**src/rtl/k12a_pkg.sv**
```systemverilog
// Shared sizing constants and types for the k12a GPIO input path.
package k12a_pkg;

    localparam int K12A_GPIO_PORTS = 3;
    localparam int K12A_GPIO_WIDTH = 8;

    typedef logic [7:0] k12a_byte_t;

endpackage

```
**src/rtl/k12a_input_conditioner_debounce.sv**
```systemverilog
// One GPIO bit: two-flop synchroniser followed by a tick-sampled run-length debouncer.
module k12a_debounce_bit
    import k12a_pkg::*;
#(
    parameter int DEBOUNCE_SAMPLES = 4
) (
    input  logic cpu_clock,
    input  logic reset_n,
    input  logic sample_tick,
    input  logic raw,
    output logic level
);

    localparam logic [3:0] CNT_LAST = 4'(DEBOUNCE_SAMPLES - 1);

    logic       sync1_q;
    logic       sync2_q;
    logic       stable_q;
    logic       stable_d;
    logic [3:0] cnt_q;
    logic [3:0] cnt_d;

    // Any agreeing sample restarts the run, so only an unbroken run of N ticks is accepted.
    always_comb begin
        stable_d = stable_q;
        cnt_d    = cnt_q;
        if (sample_tick) begin
            if (sync2_q == stable_q) begin
                cnt_d = '0;
            end else if (cnt_q < CNT_LAST) begin
                cnt_d = cnt_q + 4'd1;
            end else begin
                stable_d = sync2_q;
                cnt_d    = '0;
            end
        end
    end

    always_ff @(posedge cpu_clock or negedge reset_n) begin
        if (!reset_n) begin
            sync1_q  <= 1'b0;
            sync2_q  <= 1'b0;
            stable_q <= 1'b0;
            cnt_q    <= '0;
        end else begin
            sync1_q  <= raw;
            sync2_q  <= sync1_q;
            stable_q <= stable_d;
            cnt_q    <= cnt_d;
        end
    end

    assign level = stable_q;

endmodule

```
**src/rtl/k12a_input_conditioner.sv**
```systemverilog
// GPIO input front end: sample prescaler, 24 debounced pins, and sticky wake flags on port 0.
module k12a_input_conditioner
    import k12a_pkg::*;
#(
    parameter int PRESCALE_DIV     = 16,
    parameter int DEBOUNCE_SAMPLES = 4,
    parameter int WAKE_ON_FALL     = 0
) (
    input  logic       cpu_clock,
    input  logic       reset_n,
    input  logic [7:0] pin_in0,
    input  logic [7:0] pin_in1,
    input  logic [7:0] pin_in2,
    input  logic       wake_clear,
    output logic [7:0] gpio_in0,
    output logic [7:0] gpio_in1,
    output logic [7:0] gpio_in2,
    output logic [7:0] wake_sources,
    output logic       sample_tick
);

    localparam int              PW       = $clog2(PRESCALE_DIV) + 1;
    localparam logic [PW-1:0]   PRE_LAST = PW'(PRESCALE_DIV - 1);

    logic [PW-1:0] pre_q;
    logic [PW-1:0] pre_d;
    logic          tick_q;
    logic          tick_d;

    k12a_byte_t pins   [K12A_GPIO_PORTS];
    k12a_byte_t levels [K12A_GPIO_PORTS];

    k12a_byte_t prev0_q;
    k12a_byte_t prev0_d;
    k12a_byte_t wake_q;
    k12a_byte_t wake_d;
    k12a_byte_t rise;
    k12a_byte_t fall;

    assign pins[0] = pin_in0;
    assign pins[1] = pin_in1;
    assign pins[2] = pin_in2;

    // The tick flop is loaded from the next count so it is high exactly while pre_q == PRE_LAST.
    always_comb begin
        pre_d  = (pre_q == PRE_LAST) ? '0 : pre_q + 1'b1;
        tick_d = (pre_d == PRE_LAST);
    end

    always_ff @(posedge cpu_clock or negedge reset_n) begin
        if (!reset_n) begin
            pre_q  <= '0;
            tick_q <= 1'b0;
        end else begin
            pre_q  <= pre_d;
            tick_q <= tick_d;
        end
    end

    for (genvar p = 0; p < K12A_GPIO_PORTS; p++) begin : g_port
        for (genvar b = 0; b < K12A_GPIO_WIDTH; b++) begin : g_bit
            k12a_debounce_bit #(
                .DEBOUNCE_SAMPLES(DEBOUNCE_SAMPLES)
            ) u_db (
                .cpu_clock  (cpu_clock),
                .reset_n    (reset_n),
                .sample_tick(tick_q),
                .raw        (pins[p][b]),
                .level      (levels[p][b])
            );
        end
    end

    // Set has priority over clear so an edge landing with wake_clear is never lost.
    always_comb begin
        prev0_d = levels[0];
        rise    = levels[0] & ~prev0_q;
        fall    = ~levels[0] & prev0_q;
        wake_d  = (wake_clear ? '0 : wake_q) | ((WAKE_ON_FALL != 0) ? fall : rise);
    end

    always_ff @(posedge cpu_clock or negedge reset_n) begin
        if (!reset_n) begin
            prev0_q <= '0;
            wake_q  <= '0;
        end else begin
            prev0_q <= prev0_d;
            wake_q  <= wake_d;
        end
    end

    assign gpio_in0     = levels[0];
    assign gpio_in1     = levels[1];
    assign gpio_in2     = levels[2];
    assign wake_sources = wake_q;
    assign sample_tick  = tick_q;

endmodule

```
**config.mk**
```make
export PLATFORM = sky130hd
export DESIGN_NAME = k12a_input_conditioner
export DESIGN_NICKNAME = d
export VERILOG_FILES = /design/src/rtl/k12a_pkg.sv /design/src/rtl/k12a_input_conditioner_debounce.sv /design/src/rtl/k12a_input_conditioner.sv
export SDC_FILE = /design/constraint.sdc
export NUM_CORES = 1
export LEC_CHECK = 0
export BUFFER_PORTS_ARGS = -buffer_cell sky130_fd_sc_hd__buf_2
export CAP_MARGIN = 20
export CORE_MARGIN = 5
export CORE_UTILIZATION = 30
export CTS_CLUSTER_SIZE = 40
export DETAILED_ROUTE_END_ITERATION = 8
export SLEW_MARGIN = 20
export SYNTH_ARGS = -nofsm -noshare
export SYNTH_HDL_FRONTEND = slang
export SYNTH_SLANG_ARGS = --single-unit
```
**constraint.sdc**
```tcl
create_clock -name cpu_clock -period 2.05 [get_ports cpu_clock]
set_input_delay 0.205 -clock cpu_clock [delete_from_list [all_inputs] [get_ports cpu_clock]]
set_output_delay 0.205 -clock cpu_clock [all_outputs]
set_load 0.05 [all_outputs]
```
==> metrics.log <==
[metrics] number of violations reported at the end of detailed-routing iteration 0: 218
[metrics] clock network latency to the later pin of the worst-skew pair: 0.43 ns
[metrics] Arrival @ worst endpoint: 1.56 ns
[metrics] total number of clock tree sinks: 190
[metrics] depth of the CTS H-tree: 4
[metrics] sum of met2 wire segment lengths after detailed routing: 5.26 mm
[metrics] most frequently used flop master after synthesis: sky130_fd_sc_hd__dfrtp_1
[metrics] final worst path period need: 1.77 ns
[metrics] number of synthesized register bits: 190
[metrics] gr ovfl total: 0
[metrics] Met3 Routed Length: 532 µm
[metrics] per-cell routed wire length: 11.5 µm
[metrics] critical path class: flip-flop to output pin
[metrics] # port buffers: 59
[metrics] worst-case setup slack after placement: 0.582 ns
[metrics] number of ports placed on the die boundary: 60
[metrics] area growth from synthesis to layout: 18.0%
[metrics] peak supply drop: 0.351 mV
[metrics] destination of the critical timing path: sample_tick
[metrics] number of antenna violations at the first check in global routing: 0
[metrics] most instantiated cells after synthesis: 190 x sky130_fd_sc_hd__dfrtp_1, 64 x sky130_fd_sc_hd__inv_1, 55 x sky130_fd_sc_hd__nor2b_1, 32 x sky130_fd_sc_hd__o22ai_1, 28 x sky130_fd_sc_hd__nand3_1
[metrics] Hold Path Class: input port to flip-flop
[metrics] top cell type by total area after synthesis: sky130_fd_sc_hd__dfrtp_1
[metrics] post-synth net total: 611
[metrics] ANT nets after route: 0
[metrics] top area cells in the synthesized netlist: sky130_fd_sc_hd__dfrtp_1 62%, sky130_fd_sc_hd__nor2b_1 4.5%, sky130_fd_sc_hd__ha_1 4.1%
[metrics] period utilisation layout: 86.2%
[metrics] final estimated routing congestion in global placement: 0.674
[metrics] initial core utilization: 30.3%
[metrics] Num CTS Buffers: 17
[metrics] setup repair after global routing missed its margin: no
[metrics] number of distinct library cell variants in the gate-level netlist after synthesis: 23
[metrics] clock tree buffer depth: 2
[metrics] Yosys warning total: 0
[metrics] share of synthesized flip-flops with an asynchronous set or reset: 100%
[metrics] Post-Route M1 WL: 5.18 mm
[metrics] total number of cells along the worst setup path: 2
[metrics] die width: 169 µm
[metrics] reg-to-reg critical path endpoint: g_port[2].g_bit[6].u_db.level
[metrics] outcome: completed
[metrics] register area share after synthesis: 62.5%
[metrics] number of detailed-routing iterations run before antenna repair: 4
[metrics] Vert. Die Dim: 169 µm
[metrics] Setup TNS Final: 0 ns
[metrics] maximum fanout along the worst path: 61
[metrics] placed wire-length estimate after detailed placement: 7.21 mm
[metrics] Syn Std Cell Area: 7610 µm²
[metrics] average size of a mapped cell: 13.6 µm²
[metrics] Clock Root Buffer: sky130_fd_sc_hd__clkbuf_16
[metrics] via count of the first global-routing pass: 4265
[metrics] CP top delay family: buffers and inverters
[metrics] DRC Markers: 0
[metrics] library cell contributing the largest single delay on the critical path: sky130_fd_sc_hd__dfrtp_4
[metrics] delay of the slowest cell on the worst path: 0.52 ns
[metrics] total core area: 25100 µm²
[metrics] Final Hold Fails: 0
[metrics] most common cell in the netlist: sky130_fd_sc_hd__dfrtp_1
[metrics] fin area: 8980 µm²
[metrics] top achievable clock speed: 566 MHz
[metrics] R2R Path Start: sample_tick
[metrics] nature of the critical path endpoint: output pin
[metrics] least setup slack across all paths after layout: 0.283 ns
[metrics] max-capacitance violation count: 0
[metrics] Post-Route Skew: 0.00565 ns
[metrics] number of resized instances in the post-cts repair step: 0
[metrics] pin slew with the least headroom to its limit: 0.447 ns
[metrics] clock tree from TritonCTS: yes
[metrics] share of the synthesized area in the top cell type: 62.5%
[metrics] final hold slack: 0.0901 ns
[metrics] number of inserted diodes: 0
[metrics] startpoint type of the worst setup path: flip-flop
[metrics] largest net degree at the start of global routing: 62
[metrics] leakage component of the power: 4.37 nW
[metrics] Die Footprint: 28700 µm²
[metrics] Pwr Density: 851 nW/µm²
[metrics] placement-stage cell area: 8150 µm²
[metrics] sequence of cells on the critical path: buf_12, buf_2
[metrics] clock-pin transition on the worst setup and hold timing paths: 0.07 ns
[metrics] highest metal used: met4
[metrics] final setup violation count: 0
[metrics] required time worst endpoint: 1.85 ns
[metrics] Avg Vias per Cell: 4.06
[metrics] total wirelength of the detailed-routed design: 11.2 mm
[metrics] number of flops mapped to enable cells by yosys: 0
[metrics] share of post-route cells with drive strength above 1: 24.7%
[metrics] final net count: 682
[metrics] wire length of the first global-routing pass: 20.1 mm
[metrics] beginning of the critical path: sample_tick
[metrics] register-to-register path setup slack: 0.59 ns
[metrics] Post-Synthesis Cells: 559
[metrics] total number of placement rows: 58
[metrics] Slew headroom: 70.2%
[metrics] final-report max-slew violation count: 0
[metrics] total routing usage reported by global routing: 8.65%
[metrics] number of vias in the routed layout: 3951
[metrics] Worst Path Buf+Inv: 2
[metrics] worst reg2reg path depth: 3
-- timing repair --
item	4_1_cts	5_1_grt
hold buffers	25	0
endpoints found under the hold margin	70	0
buffers inserted	0	0
endpoints found under the setup margin	0	0
-- registers in the layout (all words and copies together), names as in the netlist --
name	count
g_port.g_bit.u_db.level	24
sample_tick	1
wake_sources	8
pre_q	5
g_port.g_bit.u_db.sync2_q	24
g_port.g_bit.u_db.cnt_q	96
g_port.g_bit.u_db.sync1_q	24
prev0_q	8
-- cell type report --
class                      count  area, µm²
timing repair buffer          93        684
clock inverter                12        134
clock buffer                  20        447
multi-input combinational    264       2300
fill                        2483      16100
sequential                   190       4760
inverter                      64        240
tap                          330        413
-- cells in the final DEF (no fill, tap or decap) --
| master | synthesis | layout |
|---|---|---|
| sky130_fd_sc_hd__dfrtp_1 | 190 | 189 |
| sky130_fd_sc_hd__nor3_1 | 6 | 6 |
| sky130_fd_sc_hd__mux2_4 | 18 | 18 |
| sky130_fd_sc_hd__mux2_2 | 6 | 6 |
| sky130_fd_sc_hd__nor2b_1 | 55 | 55 |
| sky130_fd_sc_hd__inv_1 | 64 | 64 |
| sky130_fd_sc_hd__buf_12 | 0 | 5 |
| sky130_fd_sc_hd__nor2_1 | 3 | 3 |
| sky130_fd_sc_hd__nor2b_4 | 18 | 18 |
| sky130_fd_sc_hd__bufinv_16 | 0 | 2 |
| sky130_fd_sc_hd__and2_1 | 1 | 1 |
| sky130_fd_sc_hd__ha_1 | 25 | 25 |
| sky130_fd_sc_hd__inv_6 | 0 | 4 |
| sky130_fd_sc_hd__nand2b_1 | 2 | 2 |
| sky130_fd_sc_hd__clkinv_4 | 0 | 1 |
| sky130_fd_sc_hd__xor2_1 | 25 | 25 |
| sky130_fd_sc_hd__o22ai_1 | 32 | 32 |
| sky130_fd_sc_hd__clkinv_2 | 0 | 3 |
| sky130_fd_sc_hd__nand2_1 | 1 | 1 |
| sky130_fd_sc_hd__buf_4 | 24 | 4 |
| sky130_fd_sc_hd__clkbuf_8 | 0 | 2 |
| sky130_fd_sc_hd__clkbuf_16 | 0 | 17 |
| sky130_fd_sc_hd__dfrtp_4 | 0 | 1 |
| sky130_fd_sc_hd__mux2i_1 | 24 | 24 |
| sky130_fd_sc_hd__nand3_1 | 28 | 28 |
| sky130_fd_sc_hd__clkbuf_1 | 1 | 2 |
| sky130_fd_sc_hd__clkinvlp_4 | 0 | 2 |
| sky130_fd_sc_hd__buf_2 | 8 | 58 |
| sky130_fd_sc_hd__nand4b_1 | 1 | 1 |
| sky130_fd_sc_hd__a31oi_1 | 1 | 1 |
| sky130_fd_sc_hd__nor3_2 | 18 | 18 |
| sky130_fd_sc_hd__dlygate4sd3_1 | 0 | 25 |
-- through the flow --
stage	std cells	utilization (%)	power, mW
2_1_floorplan	559	-	4.23
3_3_place_gp	916	32.4	4.38
3_5_place_dp	916	32.4	4.40
4_1_cts	973	35.8	7.80
5_1_grt	973	35.8	8.02
6_report	973	35.8	7.64
-- power by group --
| part | leakage, nW | internal (mW) | total (mW) | switching (mW) |
|---|---|---|---|---|
| logic | 1.61 | 0.181 | 0.400 | 0.219 |
| registers | 2.48 | 3.87 | 3.95 | 0.0743 |
| clock network | 0.282 | 1.84 | 3.29 | 1.45 |
| total | 4.37 | 5.90 | 7.64 | 1.75 |
-- per-layer routing --
metal  vias to the layer above  GRT usage (%)
met3                        16           3.05
met4                         0           3.57
met5                         -              0
met1                      1943           10.8
li1                       1943              -
met2                        49           13.7
-- kinds of logic (layout without fill, tap and decap cells) --
kind of cell | Yosys count | count (layout) | share of synthesized area [%]
buffers and inverters | 105 | 189 | 7.28
flip-flops | 190 | 190 | 62.5
multiplexers | 48 | 48 | 7.60
AO/OA/AOI/OAI | 33 | 33 | 2.71
AND/OR/NAND/NOR | 133 | 133 | 12.9
adder cells (fa/ha/maj) | 25 | 25 | 4.11
XOR/XNOR | 25 | 25 | 2.88
-- worst min path at each step --
stage	start	to	cells past startpoint
3_5_place_dp	reset_n	g_port[2].g_bit[6].u_db.sync1_q	1
4_1_cts	wake_clear	wake_sources[6]	2
3_3_place_gp	reset_n	g_port[1].g_bit[1].u_db.cnt_q[2]	1
2_1_floorplan	reset_n	g_port[0].g_bit[0].u_db.cnt_q[0]	0
5_1_grt	wake_clear	wake_sources[1]	2
6_report	wake_clear	wake_sources[6]	2
(Power assumes the default switching activity.)
